`src/rtl/l2_rr_arbiter.sv`:
```
// l2_rr_arbiter: registered round-robin arbiter sharing one L2 port
// between the L1 icache and dcache miss paths.
//
// Ports:
//   clk, reset          - clock, synchronous active-high reset
//   i_pmem_*            - icache line-fill request / response
//   d_pmem_*            - dcache fill / writeback request / response
//   l2_mem_*            - registered command to the L2, line back
//   arb_busy            - high whenever a transaction is in flight
//   perf_*              - grant / conflict counters, present only
//                         when L2_ARB_PERF_CNT_EN is defined
module l2_rr_arbiter #(
  parameter int ADDR_WIDTH = 16,
  parameter int LINE_WIDTH = 256,
  parameter int CNT_WIDTH  = 16
) (
  input  logic                  clk,
  input  logic                  reset,
  input  logic                  i_pmem_read,
  input  logic [ADDR_WIDTH-1:0] i_pmem_address,
  output logic [LINE_WIDTH-1:0] i_pmem_rdata,
  output logic                  i_pmem_resp,
  input  logic                  d_pmem_read,
  input  logic                  d_pmem_write,
  input  logic [ADDR_WIDTH-1:0] d_pmem_address,
  input  logic [LINE_WIDTH-1:0] d_pmem_wdata,
  output logic [LINE_WIDTH-1:0] d_pmem_rdata,
  output logic                  d_pmem_resp,
  output logic                  l2_mem_read,
  output logic                  l2_mem_write,
  output logic [ADDR_WIDTH-1:0] l2_mem_address,
  output logic [LINE_WIDTH-1:0] l2_mem_wdata,
  input  logic [LINE_WIDTH-1:0] l2_mem_rdata,
  input  logic                  l2_mem_resp,
  output logic                  arb_busy
`ifdef L2_ARB_PERF_CNT_EN
  ,
  output logic [CNT_WIDTH-1:0]  perf_i_grants,
  output logic [CNT_WIDTH-1:0]  perf_d_grants,
  output logic [CNT_WIDTH-1:0]  perf_conflicts
`endif
);

  typedef enum logic [2:0] {
    IDLE,
    BUSY_I,
    BUSY_D,
    RESP_I,
    RESP_D
  } state_t;

  state_t state_q, state_d;

  logic                  last_d_q;
  logic                  wr_q;
  logic [ADDR_WIDTH-1:0] addr_q;
  logic [LINE_WIDTH-1:0] wdata_q;
  logic [LINE_WIDTH-1:0] ibuf_q;
  logic [LINE_WIDTH-1:0] dbuf_q;

  logic i_req, d_req;
  logic grant_d, grant_i;
  logic idle, busy_cmd;

  assign i_req = i_pmem_read;
  assign d_req = d_pmem_read | d_pmem_write;

  // On a conflict the side that did not win last time goes first.
  assign grant_d = d_req & (~i_req | ~last_d_q);
  assign grant_i = i_req & ~grant_d;

  assign idle     = (state_q == IDLE);
  assign busy_cmd = (state_q == BUSY_I) |
                    (state_q == BUSY_D);

  always_comb begin
    state_d = state_q;
    unique case (state_q)
      IDLE: begin
        if (grant_d)      state_d = BUSY_D;
        else if (grant_i) state_d = BUSY_I;
      end
      BUSY_I: if (l2_mem_resp) state_d = RESP_I;
      BUSY_D: if (l2_mem_resp) state_d = RESP_D;
      RESP_I,
      RESP_D:  state_d = IDLE;
      default: state_d = IDLE;
    endcase
  end

  always_ff @(posedge clk) begin
    if (reset) begin
      state_q  <= IDLE;
      last_d_q <= 1'b0;
      wr_q     <= 1'b0;
      addr_q   <= '0;
      wdata_q  <= '0;
      ibuf_q   <= '0;
      dbuf_q   <= '0;
    end else begin
      state_q <= state_d;
      if (idle && grant_d) begin
        last_d_q <= 1'b1;
        // read wins when both read and write are set
        wr_q     <= ~d_pmem_read;
        addr_q   <= d_pmem_address;
        wdata_q  <= d_pmem_wdata;
      end else if (idle && grant_i) begin
        last_d_q <= 1'b0;
        wr_q     <= 1'b0;
        addr_q   <= i_pmem_address;
      end
      if (state_q == BUSY_I && l2_mem_resp && !wr_q)
        ibuf_q <= l2_mem_rdata;
      if (state_q == BUSY_D && l2_mem_resp && !wr_q)
        dbuf_q <= l2_mem_rdata;
    end
  end

  assign l2_mem_read    = busy_cmd & ~wr_q;
  assign l2_mem_write   = busy_cmd & wr_q;
  assign l2_mem_address = addr_q;
  assign l2_mem_wdata   = wdata_q;

  assign i_pmem_resp  = (state_q == RESP_I);
  assign d_pmem_resp  = (state_q == RESP_D);
  assign i_pmem_rdata = ibuf_q;
  assign d_pmem_rdata = dbuf_q;
  assign arb_busy     = ~idle;

`ifdef L2_ARB_PERF_CNT_EN
  logic conflict;
  assign conflict = idle & i_req & d_req;

  always_ff @(posedge clk) begin
    if (reset) begin
      perf_i_grants  <= '0;
      perf_d_grants  <= '0;
      perf_conflicts <= '0;
    end else begin
      if (idle && grant_i && !(&perf_i_grants))
        perf_i_grants <= perf_i_grants + CNT_WIDTH'(1);
      if (idle && grant_d && !(&perf_d_grants))
        perf_d_grants <= perf_d_grants + CNT_WIDTH'(1);
      if (conflict && !(&perf_conflicts))
        perf_conflicts <= perf_conflicts + CNT_WIDTH'(1);
    end
  end
`endif

endmodule
```
`config.mk`:
```
export PLATFORM = sky130hd
export DESIGN_NAME = l2_rr_arbiter
export DESIGN_NICKNAME = d
export VERILOG_FILES = /design/src/rtl/l2_rr_arbiter.sv
export SDC_FILE = /design/constraint.sdc
export NUM_CORES = 2
export LEC_CHECK = 0
export ABC_AREA = 1
export CORE_AREA = 4 4 527 529
export DETAILED_ROUTE_END_ITERATION = 8
export DIE_AREA = 0 0 531 533
export PLACE_DENSITY_LB_ADDON = 0.15
export SETUP_SLACK_MARGIN = 0.2
export SLEW_MARGIN = 20
export SYNTH_ARGS = -nofsm -noshare
export SYNTH_HDL_FRONTEND = slang
export SYNTH_SLANG_ARGS = --single-unit
```
`constraint.sdc`:
```
create_clock -name clk -period 1.3 [get_ports clk]
set_input_delay 0.13 -clock clk [delete_from_list [all_inputs] [get_ports clk]]
set_output_delay 0.13 -clock clk [all_outputs]
set_load 0.02 [all_outputs]
```
==> flow_summary.ini <==
[global_route]
grt_max_degree = 63
grt_pass1_vias = 32300
antenna_found_initial = 76
grt_pass1_wl_mm = 269
grt_overflow = 0
grt_usage = 0.135

[setup_path]
ff2ff_path_depth = 11
crit_fanout = 3
worstPathRequired_ns = 1.17
r2r_start = state_q[1]
r2r-end = l2_mem_wdata[211]
startpoint_type = flip-flop
end_kind = output pin
critPathArrivalTime_ns = 1.84
crit_type = reg -> out
r2r_setup_slack_ns = -0.52
critPathCapture = l2_mem_read
critPathLaunch = state_q[1]

[die]
die_w_um = 531
num_io_pins = 1339
initial_core_util = 0.100
core.rowCount = 192
core_um2 = 273000
die-height_um = 533
die_area_um2 = 283000

[synthesis]
yosysSeqAreaShare = 0.577
synth_cell_type_count = 22
netlist_top_cells_area = dfxtp_1 (58%), nor2_1 (21%), o21ai_0 (11%), o21ai_1 (3.5%), buf_2 (1.9%)
synth-adder-area-share = 0
synth_compound_area_frac = 0.148
yosys.area.top_type_share = 0.577
netlist_area_um2 = 27400
synth_cells = 3504
yosysTopAreaCell = dfxtp_1
synth.avg_cell_area_um2 = 7.81
ys_warn_count = 0
yosys.area_share.simple = 0.225
synthMuxAreaShare = 0
synth_top_family_by_area = simple AND/OR/NAND/NOR gates
synth_xor_area_frac = 0
syn_nets = 4054
ys_seq_elements = 789

[power]
powerDensity_nw_per_um2 = 2060
p_leak_nw = 24.7
ir_drop_uv = 968

[place]
gp_congestion = 0.843
dp_hpwl_mm = 160
place_area_um2 = 48600
placedCellCount = 8459
io_buffers = 1338
post-place-ws_ns = -0.795

[clock_network]
cts_tree = yes
cts_buffers = 112
h-tree-depth = 3
clock_latency_ns = 0.81
cts.path.max_buffers = 4
path_clk_slew_ns = 0.06
cts_root_buffer = clkbuf_16
clkSinkCount = 789

[finish]
drive_above_1_share = 0.403
fillerInstances = 29900
fin_util = 0.228
final_nets = 6111
final_cell_area_um2 = 62300
finalNonFillerCells = 9261
area_delta_synth_final_pct = 127

[sta]
timing.fmax_mhz = 507
min_period_ns = 1.97
rsz0062_at_grt = true
hold_viol = 0
final.setup_skew_ns = 0.0500
final_max_slew_viol_count = 0
finalHoldWorstSlack_ns = 0.0482
setup_viol = 1577
tightest_slew_ns = 0.385
worst_slack_ns = -0.673
maxSlewHeadroom = 0.742
fin_crit_sh = 1.52

[status]
violations = setup timing
status = complete, but fails checks

[flow_run]
cap_violations = 0

[drt]
wirelength_mm = 211
dr.pass1.iters = 5
drt_iter0_markers = 1286
vias_per_cell = 3.44
wl_per_cell_um = 22.8
via_count = 31900
drtAntennaViolNets = 0
drc = 0

[worst_hold_path]
hp-class = in -> reg
worstHoldPathCells = 3
per-stage QoR:
step | power [W] | setup TNS [ns]
2_1_floorplan | 0.0540 | -11.19
3_3_place_gp | 0.0848 | -444.81
3_5_place_dp | 0.0848 | -443.69
4_1_cts | 0.123 | -405.23
5_1_grt | 0.135 | -538.32
6_report | 0.128 | -389.27
critical path, stage by stage (launching register included):
cell     delay [ns]
dfxtp_4        0.37
buf_6          0.10
nand3_4        0.06
buf_6          0.12
nand2_4        0.07
inv_4          0.04
nor2_4         0.09
buf_6          0.12
buf_12         0.11
report_power, final:
group          switching (W)  leakage (nW)  internal, W
combinational         0.0305          16.1       0.0291
sequential           0.00568          6.74       0.0316
clock                 0.0125          1.80       0.0187
total                 0.0486          24.7       0.0794
how the worst min path moves through the flow:
stage | from | to
floorplan | d_pmem_wdata[100] | l2_mem_wdata[100]
global placement | i_pmem_rdata[214] | i_pmem_rdata[214]
detailed placement | d_pmem_rdata[157] | d_pmem_rdata[157]
CTS | d_pmem_wdata[45] | l2_mem_wdata[45]
global route | d_pmem_wdata[3] | l2_mem_wdata[3]
finish | d_pmem_wdata[3] | l2_mem_wdata[3]
cell type report:
cell class,instances,area [µm²],share of cell area
Antenna cell,30,75.1,0.00121
Clock buffer,168,3380,0.0542
Clock inverter,27,287,0.00460
Inverter,32,224,0.00360
Multi-Input combinational cell,2422,11300,0.181
Sequential cell,789,16700,0.268
Tap cell,3589,4490,0.0721
Timing Repair Buffer,2202,25800,0.415
Timing Repair inverter,2,36.3,0.000583
per-layer routing:
| metal | global-route usage | vias up | part of all wire |
|---|---|---|---|
| li1 | - | 15400 | - |
| met1 | 0.171 | 14900 | 0.44 |
| met2 | 0.206 | 1187 | 0.43 |
| met3 | 0.0578 | 271 | 0.10 |
| met4 | 0.0455 | 48 | 0.032 |
| met5 | 0 | - | 0.0014 |
cells by family (layout without fill, tap and decap cells):
group           Yosys count  after routing
simple gates           1618           1618
other cells               0             30
compound gates          804            804
buf+inv                 293           2431
flops                   789            789
sequential cells by signal (all words and copies together), names as in the netlist:
name	flops
d_pmem_rdata	256
i_pmem_rdata	256
l2_mem_address	16
l2_mem_wdata	256
last_d_q	1
state_q	3
wr_q	1
cell usage after synthesis:
cell      instances
o21ai_0         579
nand2_2           2
nand3_2           2
or2_2            16
buf_4             9
inv_2             6
nand2_1          45
nand2_4           1
dfxtp_1         789
nor3_1            3
o21bai_1         16
buf_6            12
buf_2           103
nor2_2            1
nor2_1         1544
nand3_1           3
nor2_4            1
inv_1            26
o21ai_1         190
a21oi_1          19
clkbuf_2          7
clkbuf_1        130
timing repair:
action	CTS	global route
gates resized for setup	4893	397
pin swaps	26	47
hold endpoints to repair	667	0
cloned	11	47
setup buffers	27	35
endpoints found under the setup margin	1577	1577
hold buffers	457	0
placed cells by master (no fill, tap or decap), types with 48 or more instances in the layout:
cell | netlist | final
nor2_1 | 1544 | 1392
buf_6 | 12 | 688
dfxtp_2 | 0 | 611
clkdlybuf4s50_1 | 0 | 549
o21ai_0 | 579 | 501
dlygate4sd3_1 | 0 | 457
buf_12 | 0 | 220
o21ai_1 | 190 | 210
buf_4 | 9 | 201
clkbuf_16 | 0 | 155
dfxtp_1 | 789 | 141
nor2_2 | 1 | 103
nor2_4 | 1 | 51
o21ai_2 | 0 | 48
Power figures use the tool's default switching activity.
